$ cat config.mk
export PLATFORM = sky130hd
export DESIGN_NAME = conv1d_feeder
export DESIGN_NICKNAME = d
export VERILOG_FILES = /design/src/rtl/conv1d_feeder.sv
export SDC_FILE = /design/constraint.sdc
export NUM_CORES = 1
export LEC_CHECK = 0
export CAP_MARGIN = 20
export CORE_AREA = 10 10 137 151
export CTS_CLUSTER_DIAMETER = 100
export DETAILED_ROUTE_END_ITERATION = 6
export DIE_AREA = 0 0 147 161
export SYNTH_ARGS = -nofsm -noshare
export SYNTH_HDL_FRONTEND = slang
export SYNTH_SLANG_ARGS = --single-unit
$ cat constraint.sdc
create_clock -name clk -period 6.45 [get_ports clk]
set_clock_uncertainty 0.05 [all_clocks]
set_input_delay 1.29 -clock clk [delete_from_list [all_inputs] [get_ports clk]]
set_output_delay 1.29 -clock clk [all_outputs]
set_load 0.1 [all_outputs]
$ cat src/rtl/conv1d_feeder.sv
// conv1d_feeder: front end for the conv1d dot-product datapath.
// Loads a rows-tap kernel serially, keeps a sliding window of the last rows
// samples from a valid/ready stream, flags each new full window, and tracks
// conv1d's fixed pipeline latency so the consumer knows when conv1d.out is valid.
module conv1d_feeder #(
    parameter int bw   = 8,
    parameter int rows = 8,
    parameter int lat  = 2
) (
    input  logic                 clk,
    input  logic                 rst,
    input  logic                 kern_wr,
    input  logic [bw-1:0]        kern_din,
    input  logic                 start,
    input  logic                 stop,
    input  logic                 s_valid,
    input  logic [bw-1:0]        s_data,
    output logic                 s_ready,
    output logic [rows*bw-1:0]   A,
    output logic [rows*bw-1:0]   kern,
    output logic                 win_valid,
    output logic                 res_valid,
    output logic                 kern_rdy,
    output logic [1:0]           state,
    output logic [15:0]          res_count
);

    // Counter width able to hold the value rows (tap count and fill count).
    localparam int              CW   = $clog2(rows + 1);
    localparam logic [CW-1:0]   FULL = CW'(rows);

    typedef enum logic [1:0] {
        ST_IDLE  = 2'd0,
        ST_FILL  = 2'd1,
        ST_RUN   = 2'd2,
        ST_DRAIN = 2'd3
    } state_t;

    // Registered state
    state_t               r_state;
    logic [rows*bw-1:0]   r_A;
    logic [rows*bw-1:0]   r_kern;
    logic [CW-1:0]        r_tap_cnt;
    logic [CW-1:0]        r_fill_cnt;
    logic                 r_win_valid;
    logic [lat-1:0]       r_vpipe;
    logic [15:0]          r_res_count;

    // Combinational helpers
    state_t               w_state_nxt;
    logic                 w_s_ready;
    logic                 w_accept;
    logic                 w_kern_rdy;
    logic                 w_start_ok;
    logic                 w_kern_wr_ok;
    logic [CW-1:0]        w_fill_nxt;
    logic                 w_win_nxt;
    logic                 w_pipe_busy;
    logic                 w_res_valid;

    // Handshake and qualification terms. s_ready depends only on the state
    // register so it never forms a loop with the accept-driven logic below.
    assign w_s_ready    = (r_state == ST_FILL) || (r_state == ST_RUN);
    assign w_accept     = s_valid && w_s_ready;
    assign w_kern_rdy   = (r_tap_cnt == FULL);
    assign w_start_ok   = (r_state == ST_IDLE) && start && w_kern_rdy;
    // An honoured start takes priority over a kernel write in the same cycle.
    assign w_kern_wr_ok = (r_state == ST_IDLE) && kern_wr && !w_start_ok;
    assign w_pipe_busy  = r_win_valid || (|r_vpipe);
    assign w_res_valid  = r_vpipe[lat-1];

    // Next fill count: cleared on start, saturating increment per accept.
    always_comb begin
        w_fill_nxt = r_fill_cnt;
        if (w_start_ok) begin
            w_fill_nxt = '0;
        end else if (w_accept && (r_fill_cnt != FULL)) begin
            w_fill_nxt = r_fill_cnt + 1'b1;
        end
    end

    // A new full window is on A the cycle after an accept that leaves it full.
    assign w_win_nxt = w_accept && (w_fill_nxt == FULL);

    // Next-state logic for the streaming controller.
    // NOTE: always_comb assigns its output a default first so no path leaves it
    // unassigned; a missing default here would infer a latch.
    always_comb begin
        w_state_nxt = r_state;
        case (r_state)
            ST_IDLE: begin
                if (w_start_ok) begin
                    w_state_nxt = ST_FILL;
                end
            end
            ST_FILL: begin
                if (stop) begin
                    w_state_nxt = ST_DRAIN;
                end else if (w_accept && (w_fill_nxt == FULL)) begin
                    w_state_nxt = ST_RUN;
                end
            end
            ST_RUN: begin
                if (stop) begin
                    w_state_nxt = ST_DRAIN;
                end
            end
            ST_DRAIN: begin
                // Leave only once every window in flight has produced its result.
                if (!w_pipe_busy) begin
                    w_state_nxt = ST_IDLE;
                end
            end
            default: w_state_nxt = ST_IDLE;
        endcase
    end

    // State register.
    // NOTE: sequential blocks use non-blocking assignments so every flop samples
    // the pre-edge values of the others, independent of block ordering.
    always_ff @(posedge clk or posedge rst) begin
        if (rst) begin
            r_state <= ST_IDLE;
        end else begin
            r_state <= w_state_nxt;
        end
    end

    // Kernel shift register and saturating tap counter; only rst clears them.
    // NOTE: the window and kernel registers are reset too, because a reset must
    // leave A and kern at zero rather than holding stale data.
    always_ff @(posedge clk or posedge rst) begin
        if (rst) begin
            r_kern    <= '0;
            r_tap_cnt <= '0;
        end else if (w_kern_wr_ok) begin
            r_kern <= {kern_din, r_kern[rows*bw-1:bw]};
            if (r_tap_cnt != FULL) begin
                r_tap_cnt <= r_tap_cnt + 1'b1;
            end
        end
    end

    // Sample window: newest sample enters at the top slot, oldest drops off slot 0.
    always_ff @(posedge clk or posedge rst) begin
        if (rst) begin
            r_A <= '0;
        end else if (w_start_ok) begin
            r_A <= '0;
        end else if (w_accept) begin
            r_A <= {s_data, r_A[rows*bw-1:bw]};
        end
    end

    // Fill counter and window-valid strobe.
    always_ff @(posedge clk or posedge rst) begin
        if (rst) begin
            r_fill_cnt  <= '0;
            r_win_valid <= 1'b0;
        end else begin
            r_fill_cnt  <= w_fill_nxt;
            r_win_valid <= w_win_nxt;
        end
    end

    // Latency tracker: win_valid delayed by the conv1d pipeline depth.
    always_ff @(posedge clk or posedge rst) begin
        if (rst) begin
            r_vpipe <= '0;
        end else begin
            r_vpipe <= (r_vpipe << 1) | lat'(r_win_valid);
        end
    end

    // Result counter: cleared on each honoured start, wraps at 2^16.
    always_ff @(posedge clk or posedge rst) begin
        if (rst) begin
            r_res_count <= '0;
        end else if (w_start_ok) begin
            r_res_count <= '0;
        end else if (w_res_valid) begin
            r_res_count <= r_res_count + 16'd1;
        end
    end

    assign s_ready   = w_s_ready;
    assign A         = r_A;
    assign kern      = r_kern;
    assign win_valid = r_win_valid;
    assign res_valid = w_res_valid;
    assign kern_rdy  = w_kern_rdy;
    assign state     = r_state;
    assign res_count = r_res_count;

endmodule
# Word level (Yosys, flattened, before mapping)
# Cells that the tools add are included.
# op_classes
add_sub_neg	3
n_eq_ne	11
bitwise_logic	1
n_reduce_logical	16
n_mux	12
# op_table
op	n
two-way mux 64 bit	2
two-way mux 16 bit	2
adder 16 x 1 -> 16 bit, second input constant	1
two-way mux 2 bit	5
adder 4 x 1 -> 4 bit, second input constant	2
equality test 4 bit, second input constant	2
two-way mux 4 bit	2
inequality test 4 bit, second input constant	2
case mux 2 bit (4 select lines)	1
logical AND 1 bit	7
inequality test 2 bit, second input constant	3
equality test 2 bit, second input constant	2
AND reduction 4 bit	1
nonzero test 2 bit	2
inequality test 3 bit, second input constant	1
equality test 2 x 1 -> 1 bit, second input constant	1
logical NOT 2 bit	1
logical OR 1 bit	2
OR 2 x 1 -> 2 bit	1
AND reduction 2 bit	1
OR reduction 2 bit	1
logical NOT 1 bit	1
# word_totals
out_inout_bits	150
regBits	157
in_bits	22

# Logic depth before layout (Yosys ltp)
# Gate-level depths: netlist of run 1.
# logic_depth
word_depth	11
mapped_depth	7
depth_no_buf	7

# Least setup slack after synthesis of run 1
# Ideal clock, no wire load.
# synth_path
path_type	flip-flop to output port
startpoint	register r_state[0], in the netlist state[0]
endpoint	output s_ready
path_buffers	0
setup_slack_ns	2.890
t_arrival_ns	2.220
t_required_ns	5.110
path_stages_with_launch	3
path_cell_list	dfrtp_1 inv_1 ha_1
# synth_between
elab_chain_cells	2
word_cells_on_any_way	3
classes_between	2 x eq/ne; 1 x reduce/logical
# synth_rtl
element	line	source
start: declaration	40	state_t r_state;
start signal: assignment	125	r_state <= w_state_nxt;
equality test 2 x 1 -> 1 bit or equality test 2 bit (tied branches)	63	assign w_s_ready = (r_state == ST_FILL) || (r_state == ST_RUN);
logical OR 1 bit (*)	63	
end: declaration	18	output logic s_ready,
# Mark *: on every way between the ends. The rest lies on a longest branch, timed or not.

# Worst setup path after layout of run 1
# layout_path
startpoint	register r_state[1], in the netlist state[1]
endpoint	output s_ready
# Same word-level chain as after synthesis.

==> results.json, run 1 <==
{
  "antenna_cells": 0,
  "tns_ns": 0,
  "core_um2": 17500,
  "synth-xor-area-share": 0.0261,
  "cp-start-kind": "flip-flop",
  "synth_mux_area_frac": 0.119,
  "start_util": 0.363,
  "synth_top_flop_cell": "dfrtp_1",
  "cap_violations": 0,
  "antenna_found_initial": 0,
  "drc": 0,
  "async_flop_share": 1.00,
  "syn_area_um2": 6380,
  "drive_gt1_frac": 0.148,
  "hold_end": "r_vpipe[1]",
  "reg2reg_slack_ns": 3.67,
  "status": "finished, final reports clean",
  "yosysMostFrequentCell": "dfrtp_1",
  "ctsHoldBuffers": 0,
  "layout_min_cycle_time_ns": 4.00,
  "wl_per_cell_um": 16.8,
  "drt-total-wl_mm": 16.5,
  "rr_worst_depth": 8,
  "timing.hold.ws_ns": 0.328,
  "io_buffers": 171,
  "ys_seq_area_frac": 0.616,
  "min_from": "r_vpipe[0]",
  "regToRegStartpoint": "r_tap_cnt[0]",
  "ys_ff_latch": 157,
  "tightestPinTransition_ns": 1.06,
  "clock.fmax_mhz": 250,
  "core.rowCount": 51,
  "yosys.area_share.simple": 0.129,
  "io_pins": 172,
  "clockBufferDepth": 2,
  "ant_nets": 0,
  "max-slew-margin-rel": 0.290,
  "grt.total_usage": 0.140,
  "grt_pass1_wl_mm": 26.5,
  "synth_top_family_by_area": "simple AND/OR/NAND/NOR gates",
  "grt_max_degree": 113,
  "synth_area_leader_cell": "dfrtp_1",
  "die_h_um": 161,
  "rsz0062_at_grt": "false",
  "synth_area_leaders": "dfrtp_1 (62%), mux2_2 (11%), nand2_1 (8.1%), a21oi_1 (5.3%), ha_1 (2.0%)",
  "first_iter_violations": 271,
  "finalHoldViolations": 0,
  "cp-end-kind": "primary output",
  "synth_commonest_cells": "dfrtp_1 (157), nand2_1 (138), a21oi_1 (67)",
  "root_buffer": "clkbuf_16",
  "holdPathStages": 0,
  "cts_tree": "built",
  "place_congestion": 0.751,
  "htree_levels": 4,
  "setup_viol": 0,
  "slew_viol_final": 0,
  "nets": 764,
  "grt_pass1_vias": 4703,
  "netlist_instances": 567,
  "clk_pin_slew_worst_paths_ns": 0.06,
  "finalCritPeriodShare": 0.620,
  "synthToLayoutAreaGrowth_pct": 40.8,
  "critPathMaxFanout": 7,
  "syn_area_per_cell_um2": 11.2,
  "yosys.area_share.adder": 0.0196,
  "synth_cell_types": 35,
  "grt_remaining_overflow": 0,
  "synth_top_area_frac": 0.616,
  "arrival_ns": 2.66,
  "crit_required_ns": 5.11,
  "reg2reg_to": "state[1]",
  "synth_compound_area_frac": 0.0630,
  "num_vias": 4604,
  "synth_edf_count": 0,
  "drt_first_pass_iters": 7,
  "cts.sinks": 157,
  "synth_fp_nets": 599,
  "clock_latency_ns": 0.42,
  "die-area_um2": 23700,
  "yosysWarnings": 0,
  "hold_path.class": "flip-flop to flip-flop",
  "ctsResizeCount": 0,
  "cts_setup_buffers": 0,
  "hpwl_mm": 11.7,
  "cts_buffers": 17,
  "crit_type": "flip-flop to primary output",
  "viasPerCell": 4.68,
  "die_w_um": 147
}
## kinds of logic (layout without fill, tap and decap cells)
| family | Yosys count | after routing |
|---|---|---|
| flops | 157 | 157 |
| mux | 68 | 68 |
| fa+ha+maj | 10 | 10 |
| buf+inv | 43 | 221 |
| xor+xnor | 19 | 19 |
| compound gates | 76 | 76 |
| simple gates | 194 | 194 |
## cell usage in the layout, fill, tap and decap left out, types with 3 or more instances in the layout
cell | synthesis | final
and4_1 | 3 | 3
xor2_1 | 11 | 11
xnor2_1 | 8 | 8
clkinv_4 | 0 | 4
mux2i_1 | 3 | 3
dfrtp_1 | 157 | 157
inv_1 | 12 | 11
mux2_2 | 65 | 65
nand3_1 | 4 | 3
bufinv_16 | 0 | 3
and3_1 | 5 | 5
buf_4 | 0 | 3
nand2_1 | 138 | 137
nor4_1 | 3 | 3
ha_1 | 10 | 10
a21oi_1 | 67 | 67
clkdlybuf4s50_1 | 0 | 171
o21ai_0 | 4 | 4
clkinvlp_4 | 0 | 3
nor2_1 | 24 | 23
clkbuf_16 | 0 | 17
nand4_1 | 4 | 4
## worst max-delay path, stage by stage (launching register included)
cell	delay, ns
dfrtp_1	0.44
inv_1	0.14
ha_1	0.46
clkdlybuf4s50_1	1.21
## per-layer routing
metal	track usage	vias to the layer above	routed length, um
met5	0	-	0
met4	0.0577	0	330
met2	0.235	113	8450
met1	0.161	2236	6870
met3	0.0442	20	881
li1	-	2235	-
## how the worst max path moves through the flow
stage	startpoint	endpoint	slack, ns	depth (start not counted)
2_1_floorplan	rst	A[0]	0.88	1
3_3_place_gp	start	state[1]	2.64	7
3_5_place_dp	start	state[1]	2.55	7
4_1_cts	state[1]	s_ready	2.39	3
5_1_grt	state[0]	s_ready	2.29	3
6_report	state[1]	s_ready	2.45	3
## sequential cells by signal, indices dropped and copies added (netlist names)
| signal | cells |
|---|---|
| res_count | 16 |
| r_tap_cnt | 4 |
| state | 2 |
| r_vpipe | 2 |
| win_valid | 1 |
| r_fill_cnt | 4 |
| kern | 64 |
| A | 64 |
## through the flow
| step | worst slack (ns) | instance area [um^2] | utilization | instances |
|---|---|---|---|---|
| after floorplan | 0.875 | 6380 | - | 567 |
| after global placement | 2.64 | 8310 | 0.473 | 948 |
| after detailed placement | 2.55 | 8310 | 0.473 | 948 |
| after CTS | 2.39 | 8910 | 0.508 | 980 |
| after global routing | 2.29 | 8980 | 0.512 | 983 |
| final | 2.45 | 8980 | 0.512 | 983 |
## cell type report
cell class	count	area, um^2
fillers	1594	8570
well taps	238	298
inverters	12	50.0
repair buffers	177	1800
flip-flops and latches	157	3930
multi-input cells	367	2290
clock inverters	13	166
clock buffers	19	443
Power of run 1 is left out: the tool's default activity adds up to more than one toggle a clock period on the data nets, which glitch-free logic cannot reach.
==> inputs of run 2 (changes only) <==
--- a/config.mk
+++ b/config.mk
@@ -10,6 +10,7 @@
 export CTS_CLUSTER_DIAMETER = 100
 export DETAILED_ROUTE_END_ITERATION = 6
 export DIE_AREA = 0 0 147 161
+export PLACE_DENSITY = 0.65
 export SYNTH_ARGS = -nofsm -noshare
 export SYNTH_HDL_FRONTEND = slang
 export SYNTH_SLANG_ARGS = --single-unit
==> constraint.sdc (replaced) <==
create_clock -name clk -period 3.4 [get_ports clk]
set_clock_uncertainty 0.05 [all_clocks]
set_input_delay 0.68 -clock clk [delete_from_list [all_inputs] [get_ports clk]]
set_output_delay 0.68 -clock clk [all_outputs]
set_load 0.1 [all_outputs]
==> run 2 against run 1 <==
  * Worst setup slack worse by 1.5 ns
  * Worst hold slack improved by 0.013 ns
  * Die area unchanged
  * Critical endpoint unchanged
  * Highest routed layer unchanged
==> results.json, run 2 (synthesis results as in run 1) <==
{
  "die_h_um": 161,
  "cts_tree": "built",
  "worst_path_max_delay_cell": "ha_2",
  "setup_ws_ns": 0.911,
  "htree_levels": 4,
  "dp_slack_ns": 0.752,
  "drt-total-wl_mm": 16.2,
  "rsz0062_at_grt": "false",
  "setup_viol": 0,
  "status": "finished, final reports clean",
  "die-area_um2": 23700,
  "crit_cells": 3,
  "arrival_ns": 1.76,
  "antenna_cells": 0,
  "cts.sinks": 157,
  "cp-end-kind": "primary output",
  "final_cell_mix": "dfrtp_1 (157), buf_4 (151), nand2_1 (137), a21oi_1 (67), mux2_2 (65)",
  "antenna_found_initial": 0,
  "drc": 0,
  "crit_required_ns": 2.67,
  "synthToLayoutAreaGrowth_pct": 34.7,
  "nets": 763,
  "cap_violations": 0,
  "ctsHoldBuffers": 0,
  "path_cells": "inv_1, ha_2, buf_4",
  "first_iter_violations": 203,
  "critPathMaxFanout": 7,
  "core_um2": 17500,
  "final_common_cell": "dfrtp_1",
  "use_met1": 0.155,
  "num_vias": 4653,
  "hold_path.class": "flip-flop to flip-flop",
  "place_congestion": 0.791,
  "grt.total_usage": 0.137,
  "clock.fmax_mhz": 402,
  "path_delay_family": "buffers and inverters",
  "clockBufferDepth": 2,
  "grt_use_met3": 0.0405,
  "use_met2": 0.235,
  "drt_first_pass_iters": 7,
  "rr_worst_depth": 7,
  "cts_setup_buffers": 0,
  "wl_per_cell_um": 16.5,
  "layout_min_cycle_time_ns": 2.49,
  "clock_latency_ns": 0.42,
  "grt_remaining_overflow": 0,
  "crit_path_max_incr_delay_ns": 0.44,
  "grt_pass1_wl_mm": 26.2,
  "tightestPinTransition_ns": 0.827,
  "finalCritPeriodShare": 0.732,
  "clk_pin_slew_worst_paths_ns": 0.06,
  "path_buf_inv": 2,
  "finalHoldViolations": 0,
  "max-slew-margin-rel": 0.448,
  "io_pins": 172,
  "ant_nets": 0,
  "tns_ns": 0,
  "io_buffers": 171,
  "cts_buffers": 17,
  "viasPerCell": 4.75,
  "grt_max_degree": 158,
  "top_usage_layer": "met2",
  "slew_viol_final": 0,
  "drive_gt1_frac": 0.346,
  "cp-start-kind": "flip-flop",
  "root_buffer": "clkbuf_16",
  "core.rowCount": 51,
  "die_w_um": 147,
  "hpwl_mm": 11.5,
  "ctsResizeCount": 0,
  "crit_type": "flip-flop to primary output",
  "grt_pass1_vias": 4815,
  "start_util": 0.363,
  "holdPathStages": 0,
  "fin_util": 0.490
}
[run 2: cell types whose count changed in the layout (fill, tap and decap cells not counted), sizes merged]
cell,change
clkdlybuf4s50,-150
clkbuf,+2
clkinv,-4
buf,+149
[run 2: layout make-up]
class | count | area [um^2]
flip-flops and latches | 157 | 3930
inverters | 12 | 48.8
clock buffers | 21 | 460
well taps | 238 | 298
clock inverters | 9 | 136
multi-input cells | 367 | 2300
repair buffers | 176 | 1420
fillers | 1609 | 8950
[run 2: through the flow]
stage | instances | hold WS, ns | instance area (um^2)
after global routing | 980 | 0.363 | 8590
final | 980 | 0.341 | 8590
after detailed placement | 950 | 0.322 | 8000
after CTS | 980 | 0.341 | 8590
after floorplan | 567 | 0.305 | 6380
after global placement | 950 | 0.314 | 8000
[run 2: path summary, 6_finish.rpt]
path	from	to	slack (ns)
min in group asynchronous	rst	r_tap_cnt[2]	0.79
worst max register to register	state[0]	state[1]	1.09
max in group asynchronous	rst	res_count[14]	1.90
worst min register to register	r_vpipe[0]	r_vpipe[1]	0.34
worst max-delay path	state[0]	s_ready	0.91
worst min-delay path	r_vpipe[0]	r_vpipe[1]	0.34
[run 2: layer usage]
layer,vias up,part of all wire
met5,-,0
met2,108,0.53
met4,0,0.022
met1,2305,0.40
li1,2219,-
met3,21,0.048
Power of run 2 is left out for the same reason.
==> inputs of run 3 (changes only) <==
--- a/config.mk
+++ b/config.mk
@@ -10,7 +10,6 @@
 export CTS_CLUSTER_DIAMETER = 100
 export DETAILED_ROUTE_END_ITERATION = 6
 export DIE_AREA = 0 0 147 161
-export PLACE_DENSITY = 0.65
 export SYNTH_ARGS = -nofsm -noshare
 export SYNTH_HDL_FRONTEND = slang
 export SYNTH_SLANG_ARGS = --single-unit
==> constraint.sdc (replaced) <==
create_clock -name clk -period 2.6 [get_ports clk]
set_clock_uncertainty 0.05 [all_clocks]
set_input_delay 0.52 -clock clk [delete_from_list [all_inputs] [get_ports clk]]
set_output_delay 0.52 -clock clk [all_outputs]
set_load 0.1 [all_outputs]
==> run 3 against run 2 <==
  * Global-route usage is essentially flat
  * Final cell count up 0.61%
  * Cell area rose by 1.3%
  * Worst hold slack worse by 0.0098 ns
  * Sequential cell count unchanged
  * Non-clock buffer count grew 4
  * Die area unchanged
  * First-iteration DRC count grew 16%
  * Clock-buffer cell count shrank 4
  * Utilization rose by 0.64 points
  * Register-to-register slack got worse by 0.61 ns
  * Critical path depth grew 1
==> results.json, run 3 (synthesis results as in run 1) <==
{
  "status": "finished, final reports clean",
  "ctsResizeCount": 0,
  "die_h_um": 161,
  "cts_tree": "built",
  "tns_ns": 0,
  "place_inst": 954,
  "antenna_cells": 0,
  "crit_type": "flip-flop to primary output",
  "max-slew-margin-rel": 0.549,
  "clockBufferDepth": 2,
  "finalCritPeriodShare": 0.829,
  "num_vias": 4669,
  "antenna_found_initial": 0,
  "reg2reg_slack_ns": 0.48,
  "drive_gt1_frac": 0.360,
  "timing.hold.ws_ns": 0.331,
  "cts_setup_buffers": 0,
  "nets": 767,
  "first_iter_violations": 236,
  "ctsHoldBuffers": 0,
  "setup_viol": 0,
  "crit_required_ns": 2.03,
  "drt-total-wl_mm": 16.4,
  "io_buffers": 171,
  "reg2reg_to": "state[0]",
  "start_util": 0.363,
  "fillers": 1561,
  "slew_viol_final": 0,
  "htree_levels": 4,
  "die_w_um": 147,
  "grt_pass1_wl_mm": 26.5,
  "drc": 0,
  "final_cell_mix": "dfrtp_1 (155), buf_4 (152), nand2_1 (137), a21oi_1 (67), mux2_2 (65)",
  "core_um2": 17500,
  "critPathMaxFanout": 3,
  "viasPerCell": 4.74,
  "clk_pin_slew_worst_paths_ns": 0.06,
  "placed_area_um2": 8080,
  "grt_max_degree": 81,
  "cts.sinks": 157,
  "min_from": "r_vpipe[0]",
  "cp-start-kind": "flip-flop",
  "grt.total_usage": 0.137,
  "synthToLayoutAreaGrowth_pct": 36.5,
  "clock_latency_ns": 0.42,
  "regToRegStartpoint": "r_tap_cnt[0]",
  "final_common_cell": "dfrtp_1",
  "cp-end-kind": "primary output",
  "die-area_um2": 23700,
  "io_pins": 172,
  "arrival_ns": 1.59,
  "place_congestion": 0.757,
  "layout_min_cycle_time_ns": 2.16,
  "hold_end": "r_vpipe[1]",
  "root_buffer": "clkbuf_16",
  "path_cells": "inv_1, ha_1, and3_1, buf_4",
  "wl_per_cell_um": 16.6,
  "rr_worst_depth": 7,
  "holdPathStages": 0,
  "tightestPinTransition_ns": 0.676,
  "hold_path.class": "flip-flop to flip-flop",
  "cap_violations": 0,
  "grt_remaining_overflow": 0,
  "ant_nets": 0,
  "rsz0062_at_grt": "false",
  "layout.cells.non_filler": 986,
  "core.rowCount": 51,
  "path_buf_inv": 2,
  "hpwl_mm": 11.6,
  "seqCellArea_um2": 3930,
  "clock.fmax_mhz": 464,
  "grt_pass1_vias": 4817,
  "multi_input_area_um2": 2310,
  "fin_area_um2": 8710,
  "drt_first_pass_iters": 4,
  "crit_path_max_incr_delay_ns": 0.40,
  "path_delay_family": "flip-flops",
  "cts_buffers": 17,
  "finalHoldViolations": 0,
  "worst_path_max_delay_cell": "dfrtp_1"
}
[run 3: cell types whose count changed in the layout (fill, tap and decap cells not counted), sizes merged]
cell      change
clkbuf        -4
clkinv        +3
buf           +4
inv           +5
clkinvlp      -2
[run 3: how the worst max path moves through the flow]
stage                  from        to  slack (ns)  depth (start not counted)
2_1_floorplan           rst  state[0]       -0.13                          1
3_3_place_gp          start  state[0]        0.26                          6
3_5_place_dp          start  state[0]        0.15                          6
4_1_cts        r_tap_cnt[0]  kern_rdy        0.40                          4
5_1_grt        r_tap_cnt[1]  state[0]        0.37                          7
6_report       r_tap_cnt[0]  kern_rdy        0.44                          4
[run 3: worst reg2reg max path: cells and delay by family, from the launching register on]
family,cells,cell delay (ns)
and+or+nand+nor,3,0.76
buffers and inverters,1,0.09
DFF,1,0.40
AOI/OAI and AO/OA,2,0.54
adders and majority gates,1,0.16
[run 3: cell type report]
class | count | share of cell area
Timing Repair Buffer | 180 | 0.171
Clock buffer | 17 | 0.0489
Sequential cell | 157 | 0.452
Tap cell | 238 | 0.0342
Clock inverter | 15 | 0.0231
Inverter | 12 | 0.00589
Multi-Input combinational cell | 367 | 0.265
[run 3: metrics by stage]
stage | setup WS, ns | util
6_report | 0.444 | 0.496
3_3_place_gp | 0.259 | 0.460
3_5_place_dp | 0.149 | 0.460
4_1_cts | 0.402 | 0.496
5_1_grt | 0.367 | 0.496
2_1_floorplan | -0.128 | -
[run 3: metal layers]
metal / track usage / wire length (um)
met1: 0.174 / 7300
met2: 0.199 / 7230
met3: 0.0704 / 1630
met4: 0.0433 / 208
met5: 0 / 0
Power of run 3 is left out for the same reason.
